<file path="config.mk">
export PLATFORM = sky130hd
export DESIGN_NAME = uart_top_ctrl
export DESIGN_NICKNAME = d
export VERILOG_FILES = /design/src/rtl/uart_top_ctrl.sv
export SDC_FILE = /design/constraint.sdc
export NUM_CORES = 1
export LEC_CHECK = 0
export BUFFER_PORTS_ARGS = -buffer_cell sky130_fd_sc_hd__buf_2
export CORE_MARGIN = 2
export CORE_UTILIZATION = 40
export CTS_CLUSTER_DIAMETER = 120
export DETAILED_ROUTE_END_ITERATION = 6
export PLACE_DENSITY = 0.71
export SYNTH_ARGS = -nofsm -noshare
export SYNTH_HDL_FRONTEND = slang
export SYNTH_SLANG_ARGS = --single-unit
</file>
<file path="constraint.sdc">
create_clock -name clk -period 5.15 [get_ports clk]
set_input_delay 0.7725 -clock clk [delete_from_list [all_inputs] [get_ports clk]]
set_output_delay 0.7725 -clock clk [all_outputs]
set_load 0.05 [all_outputs]
</file>
<file path="src/rtl/uart_top_ctrl.sv">
// uart_top_ctrl: register-mapped UART with a per-frame check field.
// Frames carry an even-parity bit by default. Define UART_CRC_EN to compile in
// the CRC-8 frame mode (poly 0x07), selected through CFG.MODE.
// Register map: 0 CFG, 1 CMD, 2 TXDATA, 3 RXDATA, 4 STATUS.
module uart_top_ctrl (
  input  logic        clk,
  input  logic        rst,
  input  logic        rx_i,
  output logic        tx_o,
  output logic        rx_int_o,
  output logic        tx_int_o,
  output logic        err_int_o,
  input  logic        cfg_cs_i,
  input  logic        cfg_we_i,
  input  logic [4:0]  cfg_addr_i,
  input  logic [31:0] cfg_data_i,
  output logic [31:0] cfg_data_o
);

  localparam logic [4:0] A_CFG = 5'd0, A_CMD = 5'd1, A_TXD = 5'd2, A_RXD = 5'd3, A_STAT = 5'd4;

  typedef enum logic [2:0] {RX_IDLE, RX_START, RX_DATA, RX_CHECK, RX_STOP} rx_state_t;
  typedef enum logic {TX_IDLE, TX_SEND} tx_state_t;

  // host-visible registers
  logic [15:0] div_q;
  logic        rx_en_q, tx_en_q, mode_q;
  logic [7:0]  txdata_q, rxdata_q;
  logic        last_err_q;
  logic [31:0] rd_data;
  logic        unused_bits;

  // receiver
  rx_state_t   rx_state;
  logic        rx_s1, rx_s2, rx_s3;
  logic [15:0] rx_div, rx_cnt, rx_half_m1;
  logic [16:0] rx_half;
  logic [2:0]  rx_bit, rx_last;
  logic [7:0]  rx_data, rx_chk;
  logic        rx_tick, rx_bad;

  // transmitter
  tx_state_t   tx_state;
  logic [15:0] tx_div, tx_cnt;
  logic [16:0] tx_sh;
  logic [4:0]  tx_left;
  logic        tx_start;

`ifdef UART_CRC_EN
  logic        rx_mode;

  // MSB-first CRC-8, poly 0x07, init 0, no reflection, no final xor
  function automatic logic [7:0] crc8(input logic [7:0] d);
    logic [7:0] c;
    c = 8'h00;
    for (int i = 7; i >= 0; i--) begin
      if (c[7] ^ d[i]) c = {c[6:0], 1'b0} ^ 8'h07;
      else             c = {c[6:0], 1'b0};
    end
    return c;
  endfunction

  assign unused_bits = ^cfg_data_i[15:8];
  assign rx_last     = rx_mode ? 3'd7 : 3'd0;
`else
  // parity-only build: MODE is hard-wired to 0
  assign mode_q      = 1'b0;
  assign unused_bits = ^{cfg_data_i[15:8], cfg_data_i[0]};
  assign rx_last     = 3'd0;
`endif

  assign tx_start = cfg_cs_i && cfg_we_i && (cfg_addr_i == A_CMD) && cfg_data_i[0]
                    && tx_en_q && (tx_state == TX_IDLE);

  // host register writes; CMD is consumed directly by the TX FSM via tx_start
  always_ff @(posedge clk or posedge rst) begin
    if (rst) begin
      div_q    <= '0;
      rx_en_q  <= 1'b0;
      tx_en_q  <= 1'b0;
      txdata_q <= '0;
`ifdef UART_CRC_EN
      mode_q   <= 1'b0;
`endif
    end else if (cfg_cs_i && cfg_we_i) begin
      case (cfg_addr_i)
        A_CFG: begin
          div_q   <= cfg_data_i[31:16];
          rx_en_q <= cfg_data_i[2];
          tx_en_q <= cfg_data_i[1];
`ifdef UART_CRC_EN
          mode_q  <= cfg_data_i[0];
`endif
        end
        A_TXD:   txdata_q <= cfg_data_i[7:0];
        default: ;
      endcase
    end
  end

  // read mux; unmapped and write-only addresses read 0
  always_comb begin
    rd_data = '0;
    case (cfg_addr_i)
      A_CFG:   rd_data = {div_q, 13'd0, rx_en_q, tx_en_q, mode_q};
      A_TXD:   rd_data = {24'd0, txdata_q};
      A_RXD:   rd_data = {24'd0, rxdata_q};
      A_STAT:  rd_data = {29'd0, last_err_q, rx_state != RX_IDLE, tx_state != TX_IDLE};
      default: rd_data = '0;
    endcase
  end

  // registered read data, valid the cycle after a read strobe
  always_ff @(posedge clk or posedge rst) begin
    if (rst)                       cfg_data_o <= '0;
    else if (cfg_cs_i && !cfg_we_i) cfg_data_o <= rd_data;
    else                           cfg_data_o <= '0;
  end

  // two-flop synchronizer plus one delay stage for falling-edge detection
  always_ff @(posedge clk or posedge rst) begin
    if (rst) begin
      rx_s1 <= 1'b0;
      rx_s2 <= 1'b0;
      rx_s3 <= 1'b0;
    end else begin
      rx_s1 <= rx_i;
      rx_s2 <= rx_s1;
      rx_s3 <= rx_s2;
    end
  end

  // first sample lands mid start bit; DIV=0 degenerates to the next cycle
  assign rx_half    = ({1'b0, div_q} + 17'd1) >> 1;
  assign rx_half_m1 = (rx_half == 17'd0) ? 16'd0 : 16'(rx_half - 17'd1);
  assign rx_tick    = (rx_cnt == 16'd0);

  // frame check on the assembled byte and received check field
  always_comb begin
    rx_bad = (rx_chk[7] != ^rx_data);
`ifdef UART_CRC_EN
    if (rx_mode) rx_bad = (rx_chk != crc8(rx_data));
`endif
  end

  // RX FSM: DIV/MODE are latched at the start edge so CFG writes affect the next frame
  always_ff @(posedge clk or posedge rst) begin
    if (rst) begin
      rx_state   <= RX_IDLE;
      rx_div     <= '0;
      rx_cnt     <= '0;
      rx_bit     <= '0;
      rx_data    <= '0;
      rx_chk     <= '0;
      rxdata_q   <= '0;
      last_err_q <= 1'b0;
      rx_int_o   <= 1'b0;
      err_int_o  <= 1'b0;
`ifdef UART_CRC_EN
      rx_mode    <= 1'b0;
`endif
    end else begin
      rx_int_o  <= 1'b0;
      err_int_o <= 1'b0;
      if (rx_state != RX_IDLE) rx_cnt <= rx_tick ? rx_div : rx_cnt - 16'd1;
      case (rx_state)
        RX_IDLE: if (rx_en_q && rx_s3 && !rx_s2) begin
          rx_state <= RX_START;
          rx_cnt   <= rx_half_m1;
          rx_div   <= div_q;
          rx_bit   <= '0;
`ifdef UART_CRC_EN
          rx_mode  <= mode_q;
`endif
        end
        RX_START: if (rx_tick) rx_state <= rx_s2 ? RX_IDLE : RX_DATA;
        RX_DATA: if (rx_tick) begin
          rx_data <= {rx_s2, rx_data[7:1]};
          rx_bit  <= rx_bit + 3'd1;
          if (rx_bit == 3'd7) rx_state <= RX_CHECK;
        end
        RX_CHECK: if (rx_tick) begin
          rx_chk <= {rx_s2, rx_chk[7:1]};
          rx_bit <= rx_bit + 3'd1;
          if (rx_bit == rx_last) rx_state <= RX_STOP;
        end
        RX_STOP: if (rx_tick) begin
          rx_state <= RX_IDLE;
          if (!rx_s2 || rx_bad) begin
            err_int_o  <= 1'b1;
            last_err_q <= 1'b1;
          end else begin
            rx_int_o   <= 1'b1;
            rxdata_q   <= rx_data;
            last_err_q <= 1'b0;
          end
        end
        default: rx_state <= RX_IDLE;
      endcase
    end
  end

  // TX FSM: whole frame is composed at start and shifted out LSB first
  always_ff @(posedge clk or posedge rst) begin
    if (rst) begin
      tx_state <= TX_IDLE;
      tx_o     <= 1'b1;
      tx_int_o <= 1'b0;
      tx_div   <= '0;
      tx_cnt   <= '0;
      tx_sh    <= '0;
      tx_left  <= '0;
    end else begin
      tx_int_o <= 1'b0;
      case (tx_state)
        TX_IDLE: if (tx_start) begin
          tx_state <= TX_SEND;
          tx_o     <= 1'b0;
          tx_div   <= div_q;
          tx_cnt   <= div_q;
`ifdef UART_CRC_EN
          if (mode_q) begin
            tx_sh   <= {1'b1, crc8(txdata_q), txdata_q};
            tx_left <= 5'd17;
          end else begin
            tx_sh   <= {7'h7f, 1'b1, ^txdata_q, txdata_q};
            tx_left <= 5'd10;
          end
`else
          tx_sh   <= {7'h7f, 1'b1, ^txdata_q, txdata_q};
          tx_left <= 5'd10;
`endif
        end
        TX_SEND: begin
          if (tx_cnt != 16'd0) begin
            tx_cnt <= tx_cnt - 16'd1;
          end else if (tx_left == 5'd0) begin
            tx_state <= TX_IDLE;
            tx_o     <= 1'b1;
            tx_int_o <= 1'b1;
          end else begin
            tx_o    <= tx_sh[0];
            tx_sh   <= {1'b1, tx_sh[16:1]};
            tx_left <= tx_left - 5'd1;
            tx_cnt  <= tx_div;
          end
        end
        default: tx_state <= TX_IDLE;
      endcase
    end
  end

endmodule

</file>
# Word level (Yosys, flattened, before mapping)
# Index checks and enable logic that the tools add are counted.
[totals] regBits=183 input_bits=42 output_inout_bits=36 word_cells=139
[op_classes] add_sub_neg=6 n_eq_ne=22 mux=48 bitwise_logic=2 n_reduce_logical=36
[op_table] op="two-way mux 16 bit" count=8
[op_table] op="one-hot mux 32 bit (4 select lines)" count=1
[op_table] op="two-way mux 17 bit" count=3
[op_table] op="subtractor 16 x 1 -> 16 bit, second input constant" count=3
[op_table] op="one-hot mux 17 bit (2 select lines)" count=1
[op_table] op="two-way mux 32 bit" count=1
[op_table] op="one-hot mux 16 bit (2 select lines)" count=1
[op_table] op="two-way mux 3 bit" count=9
[op_table] op="inequality test 2 bit, second input constant" count=10
[op_table] op="AND reduction 2 bit" count=9
[op_table] op="adder 16 x 1 -> 17 bit, second input constant" count=1
[op_table] op="zero test 17 bit" count=1
[op_table] op="zero test 16 bit" count=1
[op_table] op="nonzero test 16 bit" count=1
[op_table] op="XOR reduction 8 bit" count=2
[op_table] op="two-way mux 1 bit" count=15
[op_table] op="two-way mux 5 bit" count=3
[op_table] op="one-hot mux 3 bit (5 select lines)" count=1
[op_table] op="equality test 5 x 2 -> 1 bit, second input constant" count=2
[op_table] op="zero test 5 bit" count=2
[op_table] op="one-hot mux 5 bit (2 select lines)" count=1
[op_table] op="AND reduction 3 bit" count=3
[op_table] op="logical AND 1 bit" count=8
[op_table] op="AND reduction 7 bit" count=1
[op_table] op="other kinds (20)" count=26

# Depth between registers and ports, before layout
[logic_depth] ltp_word=7 ltp_mapped=12 depth_no_buf=10

# Worst setup path before layout
# OpenSTA, ideal clock, no wires.
[synth_timing] kind="input to register" from="in cfg_addr_i[0]" to="reg div_q[0]" setup_time_ps=125 t_arrival_ps=2389 required_time_ps=5025 path_slack_ps=2636 stages=5 path_buffers=2 cell_sequence="or3_1 > clkbuf_1 > nor4_1 > clkbuf_1 > mux2_2"
[synth_between] elab_chain_len=2
[synth_lines] item="start: declaration" line="15" source="input logic [4:0] cfg_addr_i,"
[synth_lines] item="zero test 5 bit" line="86" source="case (cfg_addr_i)"
[synth_lines] item="AND reduction 2 bit (no source line)"
[synth_lines] item="end signal: assignment" line="88" source="div_q <= cfg_data_i[31:16];"
[synth_lines] item="end: declaration" line="26" source="logic [15:0] div_q;"
# Every way passes these cells.
# A chain may end at the register's enable or synchronous reset.

# Worst setup path in the final report
[layout_timing] from="reg div_q[1]" to="reg rx_cnt[14]"
[layout_between] elab_chain_len=5 elab_cells_between_ends=6 cone_classes="2 x add/sub; 3 x mux; 1 x reduce/logical"
[layout_lines] item="adder 16 x 1 -> 17 bit *" line="134" source="assign rx_half = ({1'b0, div_q} + 17'd1) >> 1;"
[layout_lines] item="subtractor 16 x 1 -> 16 bit / zero test 17 bit (equally long branches)" line="135" source="assign rx_half_m1 = (rx_half == 17'd0) ? 16'd0 : 16'(rx_half - 17'd1);"
[layout_lines] item="two-way mux 16 bit *" line="135"
[layout_lines] item="two-way mux 16 bit *" line="167" source="RX_IDLE: if (rx_en_q && rx_s3 && !rx_s2) begin"
[layout_lines] item="two-way mux 16 bit *" line="166" source="case (rx_state)"
[layout_lines] item="end signal: assignment" line="165" source="if (rx_state != RX_IDLE) rx_cnt <= rx_tick ? rx_div : rx_cnt - 16'd1;"
[layout_lines] item="end signal: assignment" line="169" source="rx_cnt <= rx_half_m1;"
[layout_lines] item="end: declaration" line="36" source="logic [15:0] rx_div, rx_cnt, rx_half_m1;"
# Every way passes the cells marked *; elsewhere a longest branch is shown, timed or not.

==> flow_summary.json <==
{
  "grt_pass1_vias": 6540,
  "core-area_mm2": 0.02122,
  "avg_inst_size_synth_um2": 9.519,
  "syn_to_final_growth_pct": 12.14,
  "grt_max_degree": 169,
  "yosys_register_bits": 168,
  "yosys-mux-area-fraction_pct": 8.074,
  "synth_flop_cell": "dfrtp_1",
  "num_antenna_cells": 0,
  "finalHoldViolations": 0,
  "sw_frac_of_total_pct": 30.70,
  "netlist_instances": 915,
  "switchingPower_w": 0.001074,
  "yosys_warnings": 0,
  "synth_compound_gate_area_share_pct": 12.71,
  "fp.dieArea_mm2": 0.02297,
  "route.detailed.drc": 0,
  "critical-path-max-stage-delay_ns": 0.58,
  "layout-drive-gt1-share_pct": 16.46,
  "dp_hpwl_um": 13340,
  "unrepaired_setup_endpoints_after_global_routing": "false",
  "place.gp.congestion": 0.8692,
  "synth_seq_area_share_pct": 48.28,
  "drv_cap": 0,
  "cellPowerDensity_mw_per_mm2": 358.2,
  "post_synthesis_cell_area_mm2": 0.008710,
  "critical-path-slowest-cell": "o21ai_2",
  "post-synth-top-area-fraction_pct": 47.98,
  "max-vdd-ir-drop_mv": 0.2290,
  "final.period_utilization_pct": 63.33,
  "worstPathRequired_ns": 5.43,
  "async_flop_share_pct": 100.0,
  "dpl_worst_slack_ns": 1.938,
  "gr-total-overflow": 0,
  "netlist-cell-type-count": 75,
  "tritoncts_num_sinks": 168,
  "htree_num_levels": 4,
  "yosys.area_share.adder_pct": 1.724,
  "num-nets-final": 1001,
  "ios": 78,
  "synth-edff-count": 0,
  "vias_per_cell": 5.498,
  "finalClockSkew_ns": 0.01228,
  "post_synth_and_or_nand_nor_area_fraction_pct": 19.29,
  "initial_drc_count": 553,
  "ctsResizeCount": 0,
  "detailedRoute.firstPassIterationCount": 6,
  "worstPathMaxFanout": 15,
  "number_of_routed_nets_with_antenna_violations": 0,
  "final-setup-viol-count": 0,
  "yosys.area_share.xor_xnor_pct": 5.028,
  "vias": 6790,
  "grt.total_usage_pct": 18.60,
  "share_clk_of_total_power_pct": 36.3,
  "cts_hold_buf": 0,
  "worst_setup_path_start_kind": "register",
  "path_clk_slew_ns": 0.07,
  "ctsRootBufferMaster": "clkbuf_16",
  "leakage_nw": 4.508,
  "setup_ws_ns": 1.889,
  "worst_ep_arrival_time_ns": 3.54,
  "final_wirelength_um": 20320,
  "drt-wirelength-per-cell_um": 16.45,
  "post_synth_most_frequent_cells": "dfrtp_1 (167), nand2_1 (145), nor2_1 (69), a21oi_1 (44), o21ai_0 (36)",
  "worst_hold_path_type": "register to register",
  "cts_tree": "yes",
  "critPathKind": "register to register",
  "status": "completed",
  "chipHeight_um": 151.6,
  "grt_first_pass_wirelength_um": 33420,
  "numCtsBuffers": 17,
  "synth_area_leader_cell": "dfrtp_1",
  "final_period_minus_worst_setup_slack_ns": 3.261,
  "place.port_buffers": 61,
  "grt_antenna_before_repair": 3,
  "final.setup.tns_ns": 0,
  "worst-slew-pin-transition_ns": 0.9359,
  "internal_power_w": 0.002424,
  "fp-row-count": 53,
  "relSlewSlack_pct": 37.60,
  "worstSetupEndpointType": "register",
  "cp_cell_instances": "ha_1, nand4_1, nor3_2, o211ai_1, o2bb2a_1, nand3_1, o21ai_2, o221ai_1",
  "floorplan.initialDensity_pct": 41.04,
  "comb_power_share_pct": 17.5,
  "maxClockFrequency_mhz": 306.6,
  "ys_top_cells_by_area": "dfrtp_1 (48%), nand2_1 (6.2%), mux2_2 (3.5%), xnor2_1 (3.4%), nor2_1 (3.0%)",
  "synth_most_common_cell": "dfrtp_1",
  "power.sequential.fraction_pct": 46.2,
  "die_w_um": 151.6,
  "clock_path_buffers": 2,
  "post-cts-setup-buffer-count": 0,
  "worst_skew_pair.late_latency_ns": 0.44,
  "slew_viol_final": 0,
  "synth_top_family_by_area": "simple AND/OR/NAND/NOR gates"
}
-- through the flow --
step                      cell area, um^2  std cells  power (W)  hold slack (ns)  util (%)
after floorplan                      8740        922   0.002084           0.3312         -
after global placement               9188       1203   0.002219           0.3359     43.30
after detailed placement             9188       1203   0.002240           0.3347     43.30
after CTS                            9767       1235   0.003519           0.3513     46.03
after global routing                 9767       1235   0.003676           0.3597     46.03
final                                9767       1235   0.003499           0.3482     46.03
-- power groups by stage --
stage,combinational (W),clock (W),sequential (W)
floorplan,0.000550,0,0.00153
global placement,0.000591,0,0.00163
detailed placement,0.000607,0,0.00163
CTS,0.000612,0.00130,0.00161
global route,0.000691,0.00135,0.00163
finish,0.000612,0.00127,0.00161
-- kinds of logic after synthesis --
logic type | count (synthesis)
other | 1
DFF | 168
muxes | 65
AOI/OAI and AO/OA | 179
buffers and inverters | 95
and+or+nand+nor | 345
xor gates and xnor gates | 50
adders and majority gates | 12
-- critical path: cells and delay by family (launching register included) --
kind,cells,cell delay [ns]
DFF,1,0.57
AOI/OAI and AO/OA,4,1.41
adders and majority gates,1,0.40
and+or+nand+nor,3,0.74
-- sequential cells by signal (all words and copies together), names as in the netlist, 3 cells and up --
signal and cells:
rx_data 8, cfg_data_o 24, rxdata_q 8, tx_div 16
div_q 16, rx_bit 3, txdata_q 8, rx_cnt 16
tx_sh 17, rx_state 3, rx_div 16, tx_left 5
tx_cnt 16
-- layer usage --
layer	global-route usage (%)	vias to the layer above	wire (um)	share of wire (%)
li1	-	3239	-	-
met1	26.02	3319	9290	46
met2	28.96	201	9553	47
met3	4.581	25	1220	6.0
met4	5.046	6	209	1.0
met5	0	-	41	0.20
-- cells in the final DEF (no fill, tap or decap), drive strengths merged, types with 3 or more instances in the layout --
cell type and count:
a21oi 44, a221oi 3, a22oi 9, a31oi 13
and2 18, and3 4, and4 4, buf 70
clkbuf 19, clkinv 5, clkinvlp 4, conb 8
dfrtp 167, ha 12, inv 33, mux2 42
mux2i 23, nand2 146, nand2b 6, nand3 20
nand3b 6, nand4 5, nor2 72, nor3 24
nor4 11, o211ai 7, o21ai 66, o221ai 12
o22ai 3, or2 5, or3 11, or4 6
xnor2 34, xor2 16
-- worst paths after layout --
path	start	endpoint	slack, ns	cells past startpoint
max	div_q[1]	rx_cnt[14]	1.89	8
min	rx_s1	rx_s2	0.35	0
max reg2reg	div_q[1]	rx_cnt[14]	1.89	8
min reg2reg	rx_s1	rx_s2	0.35	0
max in group asynchronous	rst	tx_state	3.87	3
min in group asynchronous	rst	rx_data[6]	0.53	3
-- cell type report --
type	count	area, um^2
well taps	275	344.1
multi-input cells	659	4131
repair buffers	70	385.4
clock inverters	13	146.4
flip-flops and latches	168	4207
clock buffers	19	432.9
fillers	2020	11450
inverters	31	120.1
Power figures use the tool's default switching activity.
